### src/rtl/stim_pkt_gen.sv
// stim_pkt_gen: byte-stream frame generator (preamble, SFD, counting payload,
// XOR checksum) that drives a receive interface with rxd/rx_dv semantics.
module stim_pkt_gen #(
    parameter int LEN_W   = 16,
    parameter int PRE_LEN = 7,
    parameter int IFG_MIN = 12
) (
    input  logic             clk,
    input  logic             rst_n,
    input  logic             i_start,
    input  logic             i_stop,
    input  logic [15:0]      i_frame_num,
    input  logic [LEN_W-1:0] i_frame_len,
    input  logic [7:0]       i_ifg,
    input  logic [7:0]       i_seed,
    output logic [7:0]       o_txd,
    output logic             o_tx_dv,
    output logic             o_busy,
    output logic             o_done,
    output logic [15:0]      o_frame_cnt
);

    localparam int CNT_W = (LEN_W > 8) ? LEN_W : 8;

    typedef enum logic [2:0] {
        IDLE,
        PRE,
        SFD,
        PAY,
        CHK,
        IFG,
        DONE
    } state_t;

    state_t           state_q;
    logic             start_pend_q;
    logic             stop_q;
    logic [CNT_W-1:0] cnt_q;
    logic [LEN_W-1:0] len_q;
    logic [7:0]       ifg_q;
    logic [7:0]       seed_q;
    logic [15:0]      num_q;
    logic [15:0]      frame_cnt_q;
    logic [7:0]       csum_q;
    logic [7:0]       txd_q;
    logic             tx_dv_q;
    logic             busy_q;
    logic             done_q;

    logic [7:0]       pay_byte;
    logic [7:0]       csum_d;
    logic [15:0]      frame_cnt_d;
    logic             last_frame;
    logic             stop_seen;

    // Current payload byte, running checksum and end-of-run decisions
    always_comb begin
        pay_byte    = seed_q + frame_cnt_q[7:0] + cnt_q[7:0];
        csum_d      = csum_q ^ pay_byte;
        frame_cnt_d = frame_cnt_q + 16'd1;
        last_frame  = (num_q != '0) && (frame_cnt_d == num_q);
        stop_seen   = stop_q | i_stop;
    end

    // Frame FSM; outputs are loaded on the edge that enters each state so
    // they line up with the state, and a start takes one idle cycle to
    // show its first preamble byte.
    always_ff @(posedge clk or negedge rst_n) begin
        if (!rst_n) begin
            state_q      <= IDLE;
            start_pend_q <= 1'b0;
            stop_q       <= 1'b0;
            cnt_q        <= '0;
            len_q        <= '0;
            ifg_q        <= '0;
            seed_q       <= '0;
            num_q        <= '0;
            frame_cnt_q  <= '0;
            csum_q       <= '0;
            txd_q        <= '0;
            tx_dv_q      <= 1'b0;
            busy_q       <= 1'b0;
            done_q       <= 1'b0;
        end else begin
            case (state_q)
                IDLE: begin
                    done_q <= 1'b0;
                    if (start_pend_q) begin
                        start_pend_q <= 1'b0;
                        state_q      <= PRE;
                        cnt_q        <= '0;
                        txd_q        <= 8'h55;
                        tx_dv_q      <= 1'b1;
                        busy_q       <= 1'b1;
                    end else if (i_start) begin
                        start_pend_q <= 1'b1;
                        len_q        <= (i_frame_len == '0) ? LEN_W'(1) : i_frame_len;
                        ifg_q        <= (i_ifg < 8'(IFG_MIN)) ? 8'(IFG_MIN) : i_ifg;
                        seed_q       <= i_seed;
                        num_q        <= i_frame_num;
                        frame_cnt_q  <= '0;
                        csum_q       <= '0;
                        stop_q       <= 1'b0;
                    end
                end
                PRE: begin
                    stop_q <= stop_seen;
                    if (cnt_q == CNT_W'(PRE_LEN - 1)) begin
                        state_q <= SFD;
                        txd_q   <= 8'hD5;
                    end else begin
                        cnt_q <= cnt_q + CNT_W'(1);
                    end
                end
                SFD: begin
                    stop_q  <= stop_seen;
                    state_q <= PAY;
                    cnt_q   <= '0;
                    txd_q   <= seed_q + frame_cnt_q[7:0];
                end
                PAY: begin
                    stop_q <= stop_seen;
                    csum_q <= csum_d;
                    if (cnt_q == CNT_W'(len_q) - CNT_W'(1)) begin
                        state_q <= CHK;
                        txd_q   <= csum_d;
                    end else begin
                        cnt_q <= cnt_q + CNT_W'(1);
                        txd_q <= pay_byte + 8'd1;
                    end
                end
                CHK: begin
                    frame_cnt_q <= frame_cnt_d;
                    cnt_q       <= '0;
                    txd_q       <= '0;
                    tx_dv_q     <= 1'b0;
                    if (last_frame || stop_seen) begin
                        state_q <= DONE;
                        busy_q  <= 1'b0;
                        done_q  <= 1'b1;
                    end else begin
                        state_q <= IFG;
                    end
                end
                IFG: begin
                    csum_q <= '0;
                    if (i_stop) begin
                        state_q <= DONE;
                        busy_q  <= 1'b0;
                        done_q  <= 1'b1;
                    end else if (cnt_q == CNT_W'(ifg_q) - CNT_W'(1)) begin
                        state_q <= PRE;
                        cnt_q   <= '0;
                        txd_q   <= 8'h55;
                        tx_dv_q <= 1'b1;
                    end else begin
                        cnt_q <= cnt_q + CNT_W'(1);
                    end
                end
                DONE: begin
                    state_q <= IDLE;
                    done_q  <= 1'b0;
                end
                default: begin
                    state_q <= IDLE;
                end
            endcase
        end
    end

    assign o_txd       = txd_q;
    assign o_tx_dv     = tx_dv_q;
    assign o_busy      = busy_q;
    assign o_done      = done_q;
    assign o_frame_cnt = frame_cnt_q;

endmodule

### config.mk
export PLATFORM = sky130hd
export DESIGN_NAME = stim_pkt_gen
export DESIGN_NICKNAME = d
export VERILOG_FILES = /design/src/rtl/stim_pkt_gen.sv
export SDC_FILE = /design/constraint.sdc
export NUM_CORES = 1
export LEC_CHECK = 0
export CORE_ASPECT_RATIO = 1.2
export CORE_UTILIZATION = 40
export DETAILED_ROUTE_END_ITERATION = 8
export DONT_BUFFER_PORTS = 1
export PLACE_DENSITY = 0.58
export SETUP_SLACK_MARGIN = 0.1
export SYNTH_ARGS = -nofsm -noshare
export SYNTH_HDL_FRONTEND = slang
export SYNTH_SLANG_ARGS = --single-unit
### constraint.sdc
create_clock -name clk -period 4.2 [get_ports clk]
set_input_delay 0.42 -clock clk [delete_from_list [all_inputs] [get_ports clk]]
set_output_delay 0.42 -clock clk [all_outputs]
set_load 0.02 [all_outputs]
==> results of run 1 <==
report_power, final:
group	internal, W	leakage [nW]	switching [W]
Combinational	0.00168	1.74	0.00218
Clock	0.000475	0.139	0.000374
Sequential	0.00146	1.29	0.000761
Total	0.00361	3.17	0.00332
worst register-to-register path: cells and delay by family (launching register included):
family | cells | cell delay [ns]
compound gates | 7 | 1.50
fa+ha+maj | 2 | 0.83
simple gates | 3 | 0.37
mux | 1 | 0.15
flops | 1 | 0.54
xor+xnor | 2 | 0.21
buf+inv | 1 | 0.08
metrics by stage:
| step | setup slack (ns) | cells |
|---|---|---|
| after global placement | 0.6146 | 1008 |
| after detailed placement | 0.4440 | 1008 |
| after CTS | 0.4262 | 1024 |
| final | 0.3963 | 1024 |
| after global routing | 0.2316 | 1024 |
| after floorplan | 0.6430 | 826 |
Yosys cell counts (all sizes together) (4+ instances only):
| library cell | instances | share of area (%) |
|---|---|---|
| xnor2 | 40 | 5.1 |
| ha | 20 | 3.7 |
| nor2b | 11 | 1.0 |
| nor3 | 23 | 1.8 |
| or2 | 4 | 0.44 |
| or4 | 7 | 0.83 |
| inv | 19 | 1.0 |
| nand2 | 181 | 10 |
| buf | 10 | 1.0 |
| nor4 | 13 | 1.3 |
| dfrtp | 104 | 38 |
| nand2b | 12 | 1.1 |
| and2 | 4 | 0.37 |
| mux2i | 7 | 1.0 |
| nand3 | 31 | 2.3 |
| a21o | 7 | 0.77 |
| a211oi | 6 | 0.66 |
| clkbuf | 29 | 1.6 |
| o21ai | 72 | 5.3 |
| a21oi | 37 | 2.7 |
| and3 | 9 | 0.83 |
| or3 | 8 | 0.74 |
| o211ai | 7 | 0.92 |
| a31oi | 4 | 0.37 |
| o31ai | 13 | 1.4 |
| xor2 | 35 | 4.5 |
| nand4 | 7 | 0.64 |
| nor2 | 51 | 2.8 |
| o21a | 4 | 0.44 |
area by class of cell:
type,instances,share of cell area (%)
well taps,212,3.643
clock buffers,12,3.385
repair buffers,10,1.306
inverters,19,0.9794
clock inverters,3,0.5842
multi-input cells,664,54.36
flip-flops and latches,104,35.74
flip-flops by register name (all words and copies together), names as in the netlist:
| register | count |
|---|---|
| cnt_q | 16 |
| csum_q | 8 |
| ifg_q | 8 |
| len_q | 16 |
| num_q | 16 |
| o_busy | 1 |
| o_done | 1 |
| o_frame_cnt | 16 |
| o_tx_dv | 1 |
| o_txd | 8 |
| seed_q | 8 |
| start_pend_q | 1 |
| state_q | 3 |
| stop_q | 1 |
cells by family after synthesis:
logic type / synth area share [%]
AOI/OAI and AO/OA: 16.45
adders and majority gates: 4.411
and+or+nand+nor: 26.37
xor gates and xnor gates: 9.649
buffers and inverters: 3.694
muxes: 1.195
DFF: 38.23
layer usage:
metal / vias up / global-route usage (%)
li1: 2850 / -
met1: 2885 / 29.17
met2: 189 / 32.34
met3: 20 / 3.734
met4: 0 / 8.272
met5: - / 0
what timing repair did:
action,4_1_cts,5_1_grt
resized for setup,0,0
hold buffers,1,0
endpoints found under the hold margin,104,0
worst max-delay path by stage:
stage	start	end	cells after the start
after floorplan	o_frame_cnt[0]	o_txd[7]	16
after global placement	o_frame_cnt[1]	o_txd[7]	15
final	o_frame_cnt[1]	o_txd[7]	16
after detailed placement	o_frame_cnt[1]	o_txd[7]	15
after CTS	o_frame_cnt[1]	o_txd[7]	15
after global routing	o_frame_cnt[1]	o_txd[7]	15
==> flow_results.org, run 1 <==
** Run status
- Status :: complete, no violations

** Place
- Global placer's final weighted congestion :: 0.8778
- DP HPWL :: 12,880 um
- During placement, the flow inserted port buffers numbering 0.
- Placed inst area :: 0.006965 sq mm

** Worst setup path
- The critical path in this run is classified as reg -> reg.
- In this run the register-to-register setup slack is 0.40 ns.
- The critical path goes through fa_1, a21o_1, a21oi_1, o21bai_1, a21oi_1, xnor2_1, ha_1, inv_1, and3_1, a211oi_1, o211ai_1, nand2_1, nor2_1, mux2i_1, xnor2_1, a221o_1.
- Kind of start point of the critical path :: flop
- Maximum single-stage delay on the critical path :: 0.54 ns
- Slowest CP cell :: sky130_fd_sc_hd__dfrtp_1
- Data required time of the worst path :: 4.43 ns
- Launching point of the worst reg2reg path :: o_frame_cnt[1]
- STA classifies the critical path endpoint as a flop.
- STA puts the critical path data arrival time at 4.03 ns.
- The cell family contributing the most delay on the critical path is compound AO/OA/AOI/OAI gates.
- Reg2reg path depth :: 16
- Worst-path maximum fanout :: 7
- The worst register-to-register path ends at o_txd[7].
- Counting both buffers and inverters, the worst setup path holds a total of 1.

** Finish
- Relative to the synthesized area, the layout overhead comes to 6.966%.
- The repair_antennas step left the layout with diodes totalling 0.
- Share of layout cells above drive strength 1 :: 4.557%
- The library cell used most frequently in the layout, excluding fill and tap cells, is sky130_fd_sc_hd__nand2_1.
- In the final layout, flip-flops and latches occupy 0.002603 sq mm.
- Leading cell types in the layout, fill and taps excluded :: sky130_fd_sc_hd__nand2_1, sky130_fd_sc_hd__dfrtp_1, sky130_fd_sc_hd__nor2_1
- Non-Filler Cell Area, Final :: 0.007282 sq mm
- For this run, the post-layout net count is 882.
- Counting the fill cells in the layout gives 1,663.
- Area used by multi-input combinational logic :: 0.003959 sq mm
- At the end of the flow the core is filled with cells to 44.23%.

** Drt
- Top layer reached by signal wires :: met4
- WL per Instance :: 17.47 um
- Using the TritonRoute via totals, the vias-per-cell ratio works out to 5.805.
- Number of nets with antenna violations after routing :: 0
- Count of unresolved DRC violations after routing :: 0
- The routed layout has 5,944 vias.
- Summed over all nets, wire length on met3 after detailed routing comes to 1031 um.
- For this run, the detailed router's first-pass iteration total came to 5.
- Met1 wire length :: 8346 um
- The routed design has 17,890 um of wire.
- For this block, the initial DRC count from the detailed router was 438.
- Summed over all nets, wire length on met2 after detailed routing comes to 8200 um.

** Timing
- Highest clock frequency the design can meet :: 262.9 MHz
- Worst max-slew margin expressed relative to the limit :: 19.37%
- Setup repair after global routing missed its margin :: no
- Transition at the pin with the smallest max-transition slack :: 1.201 ns
- The clock arrives with 0.009734 ns of skew.
- Slew Limit Fails :: 0
- In the finished design, the share of the clock period the worst path needs comes to 90.56%.
- Shortest clock period the worst path allows after layout :: 3.804 ns
- Adding up every negative setup slack in the final design gives 0 ns.
- Worst hold-check slack :: 0.01470 ns
- Setup violations remaining at the end of the flow were counted as 0.
- The count of endpoints failing hold in the final timing report came to 0.

** CTS
- For the worst-skew pair, the clock arrives at the later sink with an insertion delay of 0.35 ns.
- Clock-pin slew of the registers on the worst-case setup and hold paths :: 0.07 ns
- The H-tree was split into 3 levels.
- CTS tree :: done
- The number of clock buffers added by TritonCTS is 9.
- After clock tree synthesis, the setup repair step added 0 buffers.
- Root buffer cell :: sky130_fd_sc_hd__clkbuf_16
- The clock net in this run drives a total of 104 sinks.
- Maximum number of buffers from clock root to sink :: 2

** Power and ir drop
- The design draws 0.006932 W.
- Summed over all cells, the static leakage comes to 3.165 nW.
- Cell area power density :: 952.0 mW/mm^2
- IR analysis of the VDD net gives a maximum drop of 0.3909 mV.

** Flow run
- Max-cap violations in this run came to 0.

** Logic synthesis
- Sequential cell area fraction in the yosys report :: 38.23%
- Most frequently used flop master after synthesis :: sky130_fd_sc_hd__dfrtp_1
- Total nets after synthesis :: 900
- Synth warn :: 0
- In the synthesized netlist, the number of instances is 826.
- In this run, synthesis produced a sequential element count of 104.
- The cell area that synthesis handed to floorplanning was 0.006808 sq mm.
- Yosys cell types :: 64
- Dividing the synthesized area by the synthesized cell count gives 8.242 sq um.
- Yosys mapped a number of flops with a built-in enable equal to 0.
- Ys async rst share :: 100.0%

** Die
- Total die area :: 0.01755 sq mm
- Vertical die dimension :: 144.9 um
- Pin placement for this block handled 79 I/O pins.
- Initial cell density of the core :: 41.35%
- Placement Rows :: 51
- The core region is 0.01646 sq mm.
- Die boundary width :: 121.1 um

** GRT
- The first global-routing pass estimated 29,350 um of wire.
- Overall Global Routing Usage :: 21.06%
- Number of antenna violations at the first check in global routing :: 0
- Global routing finished with a remaining overflow of 0.
- Maximum number of pins on one net before global-route repair :: 105
- Via count of the first global-routing pass :: 5,637

** Min path
- Class of the worst hold path :: in -> async
(Power assumes the default switching activity.)
==> inputs of run 2 (changes only) <==
MAX_ROUTING_LAYER = met4   (was default)
==> run 2 against run 1 <==
Against the previous run: the flow now finishes with violations (negative hold slack); combinational power rose by 2%; critical path type unchanged; clock-buffer cell count unchanged; register-to-register slack lost 0.02 ns; sequential cell count stayed put; sequential power hardly changed; highest routed layer unchanged; largest power group unchanged; via count decreased by 0.42%; largest cell class unchanged.
==> flow_results.org, run 2 (same netlist as run 1, synthesis figures left out) <==
** Run status
- Status :: complete, but fails checks (was complete, no violations)
- The final reports fail on negative hold slack.

** CTS
- The root buffer cell was sky130_fd_sc_hd__clkbuf_16 (unchanged).
- Clock-pin slew of the registers on the worst-case setup and hold paths :: 0.08 ns (was 0.07 ns)
- Worst skew pair latency :: 0.35 ns (about the same)
- Cts repair resizes :: 0 (unchanged)
- Maximum number of buffers from clock root to sink :: 2 (unchanged)
- The number of buffers inserted during clock tree synthesis was 9 (unchanged).
- The TritonCTS clock tree is done (unchanged).
- The number of H-tree branching levels is 3 (unchanged).
- Number of clock sinks :: 104 (unchanged)

** Place
- Total of buffers placed on input and output ports :: 0 (unchanged)
- Placed inst area :: 0.006980 sq mm (was 0.006965 sq mm)
- DP HPWL :: 13,060 um (was 12,880 um)
- Global placer's final weighted congestion :: 0.9164 (was 0.8778)
- The total instance count after detailed placement is 1,010 (was 1,008).

** Finish
- Non-Filler Cell Area, Final :: 0.007300 sq mm (was 0.007282 sq mm)
- The synthesis-to-layout area growth came to 7.223% (was 6.966%).
- Antenna Diode Count :: 0 (unchanged)
- Count of placed standard cells in the final layout, fillers left out :: 1,027 (was 1,024)
- The share of post-route cells with drive strength above 1 is 5.031% (was 4.557%).
- Most frequent standard cell in the layout excluding fill and tap cells :: sky130_fd_sc_hd__nand2_1 (unchanged)
- Leading cell types in the layout, fill and taps excluded: sky130_fd_sc_hd__nand2_1, sky130_fd_sc_hd__dfrtp_1, sky130_fd_sc_hd__nor2_1 (unchanged).
- The end-of-flow core utilization is 44.34% (was 44.23%).
- The number of nets in the layout is 884 (was 882).

** Drt
- The average detailed-routed wire length per instance was 17.66 um (was 17.47 um).
- Drt via density :: 5.763 (was 5.805)
- DRT Wirelength :: 18,140 um (was 17,890 um)
- The final antenna-violating net count came to 0 (unchanged).
- Number of DRC markers in iteration 0 :: 516 (was 438)
- The routed via count is 5,919 (was 5,944).
- The first-pass iteration count of the detailed router is 5 (unchanged).
- Count of unresolved DRC violations after routing :: 0 (unchanged)

** Timing
- The final count of pins violating max slew came to 0 (unchanged).
- The sum of negative setup slack is 0 ns (unchanged).
- The share of the clock period used by the worst path came to 90.98% (was 90.56%).
- Worst max-slew margin expressed relative to the limit :: 20.29% (was 19.37%)
- Worst hold-check slack :: -0.05574 ns (was 0.01470 ns)
- The slew at the pin with the worst max-slew slack is 1.191 ns (was 1.201 ns).
- Final setup skew :: 0.01226 ns (was 0.009734 ns)
- Setup repair after global routing missed its margin :: no (unchanged)
- Shortest clock period the worst path allows after layout :: 3.821 ns (was 3.804 ns)
- Number of failing hold endpoints at the final stage :: 21 (was 0)
- The maximum operating frequency was 261.7 MHz (was 262.9 MHz).
- The count of final setup violators came to 0 (unchanged).

** Die
- The initial standard-cell utilization of the core came to 41.35% (unchanged).
- The overall die area was 0.01755 sq mm (unchanged).
- Count of boundary I/O pins :: 79 (unchanged)
- The die extent in x was 121.1 um (unchanged).
- The height of the chip came to 144.9 um (unchanged).
- The standard-cell row count is 51 (unchanged).
- The area of the core came to 0.01646 sq mm (unchanged).

** Min path
- The worst min-delay path category is in -> async (unchanged).

** Worst setup path
- Data required time of the worst path :: 4.43 ns (about the same)
- Kind of start point of the critical path :: flop (unchanged)
- Signal arrival time at the worst endpoint :: 4.05 ns (was 4.03 ns)
- The highest fanout seen on the critical path came to 7 (unchanged).
- Category of the critical setup timing path :: reg -> reg (unchanged)
- Crit. End Element :: flop (unchanged)

** Power and ir drop
- The leakage power of the design is 3.179 nW (was 3.165 nW).
- The power density over the cells is 955.6 mW/mm^2 (was 952.0 mW/mm^2).
- Worst IR Drop VDD :: 0.5629 mV (was 0.3909 mV)

** GRT
- The pin count of the biggest net entering global routing is 105 (unchanged).
- The wire length of the first global-routing pass was 30,520 um (was 29,350 um).
- Overall Global Routing Usage :: 22.39% (was 21.06%)
- The initial antenna violation count came to 0 (unchanged).
- The via count of the first global-routing pass came to 5,791 (was 5,637).
- Total gr overflow :: 0 (unchanged)

** Flow run
- Maxcap violations :: 0 (unchanged)
[run 2: layer usage]
metal,up-vias,GRT usage (%),wire length (um)
met5,-,-,0
met4,0,6.790,314
met3,23,3.027,816
met2,163,34.29,8490
met1,2874,30.64,8519
li1,2859,-,-
[run 2: path summary, 6_finish.rpt]
check,startpoint,endpoint,slack [ns],depth (start not counted)
max,o_frame_cnt[1],o_txd[7],0.38,15
min,rst_n,cnt_q[7],-0.06,1
max reg2reg,o_frame_cnt[1],o_txd[7],0.38,15
min reg2reg,csum_q[2],csum_q[2],0.49,1
max in group asynchronous,rst_n,len_q[7],3.72,1
min in group clk,i_seed[5],seed_q[5],0.17,2
[run 2: repair_timing]
action | in CTS | in global routing
hold buffers | 1 | 0
hold endpoints to repair | 104 | 0
setup buffers | 0 | 0
[run 2: worst max-delay path, cell delays in order (launching register included)]
cell,delay (ns)
sky130_fd_sc_hd__dfrtp_1,0.55
sky130_fd_sc_hd__fa_1,0.53
sky130_fd_sc_hd__a21o_1,0.18
sky130_fd_sc_hd__a21oi_1,0.21
sky130_fd_sc_hd__o21bai_1,0.09
sky130_fd_sc_hd__a21oi_1,0.19
sky130_fd_sc_hd__xnor2_1,0.13
sky130_fd_sc_hd__ha_1,0.32
sky130_fd_sc_hd__inv_1,0.08
sky130_fd_sc_hd__or3_1,0.31
sky130_fd_sc_hd__o211ai_1,0.32
sky130_fd_sc_hd__nand2_1,0.10
sky130_fd_sc_hd__nor2_1,0.12
sky130_fd_sc_hd__mux2i_1,0.10
sky130_fd_sc_hd__xnor2_1,0.14
sky130_fd_sc_hd__a221o_1,0.32
[run 2: per-stage QoR]
step / setup slack (ns) / total power, W
after floorplan: 0.6430 / 0.005128
after global placement: 0.5828 / 0.005932
after detailed placement: 0.4418 / 0.006088
after CTS: 0.3983 / 0.006982
after global routing: 0.1048 / 0.007643
final: 0.3788 / 0.006976
[run 2: power by group]
part           leakage, nW  switching (W)  internal, W
registers             1.29       0.000739      0.00146
logic                 1.74        0.00224      0.00169
clock network        0.144       0.000402     0.000442
total                 3.18        0.00338      0.00359
[run 2: final cells by class]
class / instances / area [sq um]
Fill cell: 1619 / 9164
Multi-Input combinational cell: 664 / 3959
Sequential cell: 104 / 2603
Tap cell: 212 / 265.3
Clock buffer: 12 / 256.5
Timing Repair Buffer: 12 / 110.1
Inverter: 19 / 71.32
Clock inverter: 4 / 35.03
==> inputs of run 3 (changes only) <==
CORE_MARGIN = 2   (was default)
CTS_CLUSTER_SIZE = 25   (was default)
==> run 3 against run 2 <==
Against the previous run: the run still ends with negative hold slack left; clock-buffer cell count is 1 lower; core utilization is 0.42 points lower; clock skew is 0.0049 ns lower; global-route usage is 1.5 points lower; power hardly changed; sequential cell count stayed put; hold slack better by 0.0085 ns; routed wire length is 3.8% lower; non-clock buffer count is 1 higher; fmax is 5.2% higher; clock power is 16% higher; critical path depth is 1 higher; critical endpoint unchanged.
==> flow_results.org, run 3 (same netlist as run 1, synthesis figures left out) <==
** Finish
- Area used by multi-input combinational logic :: 0.003964 sq mm (was 0.003959 sq mm)
- Antenna Diode Count :: 0 (unchanged)
- The flip-flop and latch area came to 0.002603 sq mm (unchanged).
- Synthesis-to-finish area growth :: 8.289% (was 7.223%)
- Total number of nets in the final design :: 885 (was 884)
- End-of-flow core utilization :: 43.92% (was 44.34%)
- The number of filler instances in the final layout was 1,764 (was 1,619).
- Leading cell types in the layout, fill and taps excluded :: sky130_fd_sc_hd__nand2_1, sky130_fd_sc_hd__dfrtp_1, sky130_fd_sc_hd__nor2_1 (unchanged)
- The most common cell after layout, fill and taps aside is sky130_fd_sc_hd__nand2_1 (unchanged).
- The share of post-route cells with drive strength above 1 is 5.270% (was 5.031%).
- Count of placed standard cells in the final layout, fillers left out :: 1,032 (was 1,027)

** Power and ir drop
- Switching pwr :: 0.003227 W (was 0.003382 W)
- Cell area power density :: 946.5 mW/mm^2 (was 955.6 mW/mm^2)
- Relative contribution of sequential cells to total power :: 31.5% (about the same)
- Net Sw Frac :: 46.24% (was 48.49%)
- The leakage power of the design came to 3.210 nW (was 3.179 nW).
- Cell-internal power :: 0.003751 W (was 0.003593 W)
- The combinational cell fraction of total power was 54.4% (was 56.4%).
- Worst IR Drop VDD :: 0.4419 mV (was 0.5629 mV)
- The clock power share is 14.1% (was 12.1%).
- Power Total :: 0.006978 W (was 0.006976 W)

** Drt
- The final antenna-violating net count came to 0 (unchanged).
- The detailed-route vias per instance is 5.605 (was 5.763).
- DRT Wirelength :: 17,460 um (was 18,140 um)
- Detailed-route via count :: 5,784 (was 5,919)
- Number of DRC markers in iteration 0 :: 433 (was 516)
- The first-pass iteration count of the detailed router was 7 (was 5).
- The residual DRC count came to 0 (unchanged).
- WL per Instance :: 16.91 um (was 17.66 um)

** Place
- Global placer's final weighted congestion :: 0.8958 (was 0.9164)
- Number of instances in the placed design :: 1,015 (was 1,010)
- The estimated wirelength of the detail-placed design came to 12,540 um (was 13,060 um).
- Total of buffers placed on input and output ports :: 0 (unchanged)

** GRT
- Total gr overflow :: 0 (unchanged)
- The wire length of the first global-routing pass came to 28,940 um (was 30,520 um).
- Maximum number of pins on one net before global-route repair :: 105 (unchanged)
- The global-route usage over all layers came to 20.85% (was 22.39%).
- The via count of the first global-routing pass was 5,465 (was 5,791).
- The initial antenna violation count came to 0 (unchanged).

** CTS
- The clock latency reported for the late side of the worst-skew pair is 0.35 ns (about the same).
- The count of cells resized by post-cts repair was 0 (unchanged).
- The clock slew seen by the registers of the worst setup and hold paths is 0.07 ns (was 0.08 ns).
- The number of sinks handled by clock tree synthesis was 104 (unchanged).
- Number of setup buffers added after CTS :: 0 (unchanged)
- Maximum number of buffers from clock root to sink :: 2 (unchanged)
- CTS tree :: done (unchanged)
- Post-CTS Hold Fix Bufs :: 1 (unchanged)
- The number of H-tree branching levels was 3 (unchanged).
- The root buffer cell is sky130_fd_sc_hd__clkbuf_16 (unchanged).
- Total CTS buffers :: 9 (unchanged)

** Timing
- The maximum operating frequency was 275.2 MHz (was 261.7 MHz).
- The share of the clock period used by the worst path came to 86.51% (was 90.98%).
- The clock period minus final worst setup slack was 3.633 ns (was 3.821 ns).
- Number of failing hold endpoints at the final stage :: 20 (was 21)
- Transition at the pin with the smallest max-transition slack :: 1.167 ns (was 1.191 ns)
- Final setup skew :: 0.007343 ns (was 0.01226 ns)
- Summed negative setup slack over all endpoints :: 0 ns (unchanged)
- Final setup vio count :: 0 (unchanged)
- The final worst hold slack is -0.04721 ns (was -0.05574 ns).
- Setup repair after global routing missed its margin :: no (unchanged)
- Worst max-slew margin expressed relative to the limit :: 21.90% (was 20.29%)
- The final count of pins violating max slew is 0 (unchanged).

** Run status
- Status :: complete, but fails checks (unchanged)
- Violations in the final reports :: negative hold slack (unchanged)

** Worst setup path
- The classification of the worst setup path is reg -> reg (unchanged).
- The startpoint type of the worst setup path is a flop (unchanged).
- Signal arrival time at the worst endpoint :: 3.87 ns (was 4.05 ns)
- Worst-path maximum fanout :: 5 (was 7)
- R2R setup slack :: 0.57 ns (was 0.38 ns)
- The endpoint type of the worst setup path was a flop (unchanged).
- The required time reported for the critical path endpoint was 4.44 ns (was 4.43 ns).

** Die
- The area of the core was 0.01679 sq mm (was 0.01646 sq mm).
- The standard-cell row count came to 52 (was 51).
- The overall die area is 0.01808 sq mm (was 0.01755 sq mm).
- Die boundary width :: 123.1 um (was 121.1 um)
- The number of top-level pins is 79 (unchanged).
- The initial standard-cell utilization of the core was 40.56% (was 41.35%).
- The height of the chip was 146.9 um (was 144.9 um).

** Flow run
- Maxcap violations :: 0 (unchanged)

** Min path
- Class of the worst hold path :: in -> async (unchanged)
==> run 3: cell count changes in the layout (fill, tap and decap cells not counted), sizes merged <==
cell    previous run  this run
bufinv             0         3
buf               12        13
inv               21        19
clkbuf            12        11
==> run 3: per-layer routing <==
metal | vias up | share of wire [%] | global-route usage, %
li1 | 2860 | - | -
met1 | 2748 | 47 | 28.77
met2 | 145 | 45 | 30.61
met3 | 31 | 4.9 | 3.144
met4 | 0 | 2.8 | 8.523
met5 | - | 0 | -
==> run 3: critical path: stages, from the launching register on <==
cell                       delay [ns]
sky130_fd_sc_hd__dfrtp_1         0.39
sky130_fd_sc_hd__ha_1            0.23
sky130_fd_sc_hd__fa_1            0.40
sky130_fd_sc_hd__a21o_1          0.17
sky130_fd_sc_hd__a21oi_1         0.22
sky130_fd_sc_hd__o21bai_1        0.09
sky130_fd_sc_hd__a21oi_1         0.18
sky130_fd_sc_hd__xnor2_1         0.11
sky130_fd_sc_hd__ha_1            0.30
sky130_fd_sc_hd__inv_1           0.08
sky130_fd_sc_hd__or3_1           0.31
sky130_fd_sc_hd__o211ai_1        0.34
sky130_fd_sc_hd__nand2_1         0.09
sky130_fd_sc_hd__nor2_1          0.10
sky130_fd_sc_hd__mux2i_1         0.08
sky130_fd_sc_hd__xnor2_1         0.13
sky130_fd_sc_hd__a221o_1         0.30
==> run 3: cell type report <==
type	instances	share of cell area, %
Multi-Input combinational cell	664	53.77
Sequential cell	104	35.30
Tap cell	216	3.666
Clock buffer	11	3.293
Timing Repair Buffer	13	1.595
Clock inverter	5	1.409
Inverter	19	0.9674
==> run 3: final timing paths <==
path	startpoint	end	cells after the start
worst max-delay path	o_frame_cnt[0]	o_txd[7]	16
worst min-delay path	rst_n	csum_q[0]	1
worst max register to register	o_frame_cnt[0]	o_txd[7]	16
worst min register to register	csum_q[0]	csum_q[0]	1
max in group asynchronous	rst_n	o_frame_cnt[8]	1
min in group clk	i_frame_num[11]	num_q[11]	2
==> run 3: power by group through the flow <==
stage               clock network, W  logic (W)  registers, W
floorplan                          0    0.00313       0.00200
global placement                   0    0.00373       0.00221
detailed placement                 0    0.00378       0.00222
CTS                          0.00100    0.00382       0.00220
global route                 0.00105    0.00433       0.00228
finish                      0.000981    0.00380       0.00220
==> run 3: through the flow <==
step | instance area (sq um) | setup slack, ns | hold slack (ns)
after global routing | 7372 | 0.2527 | 0.01170
after detailed placement | 6998 | 0.6079 | 0.1348
final | 7372 | 0.5667 | -0.04721
after floorplan | 6808 | 0.6430 | 0.1244
after CTS | 7372 | 0.5517 | 0.02514
after global placement | 6998 | 0.6657 | 0.1348
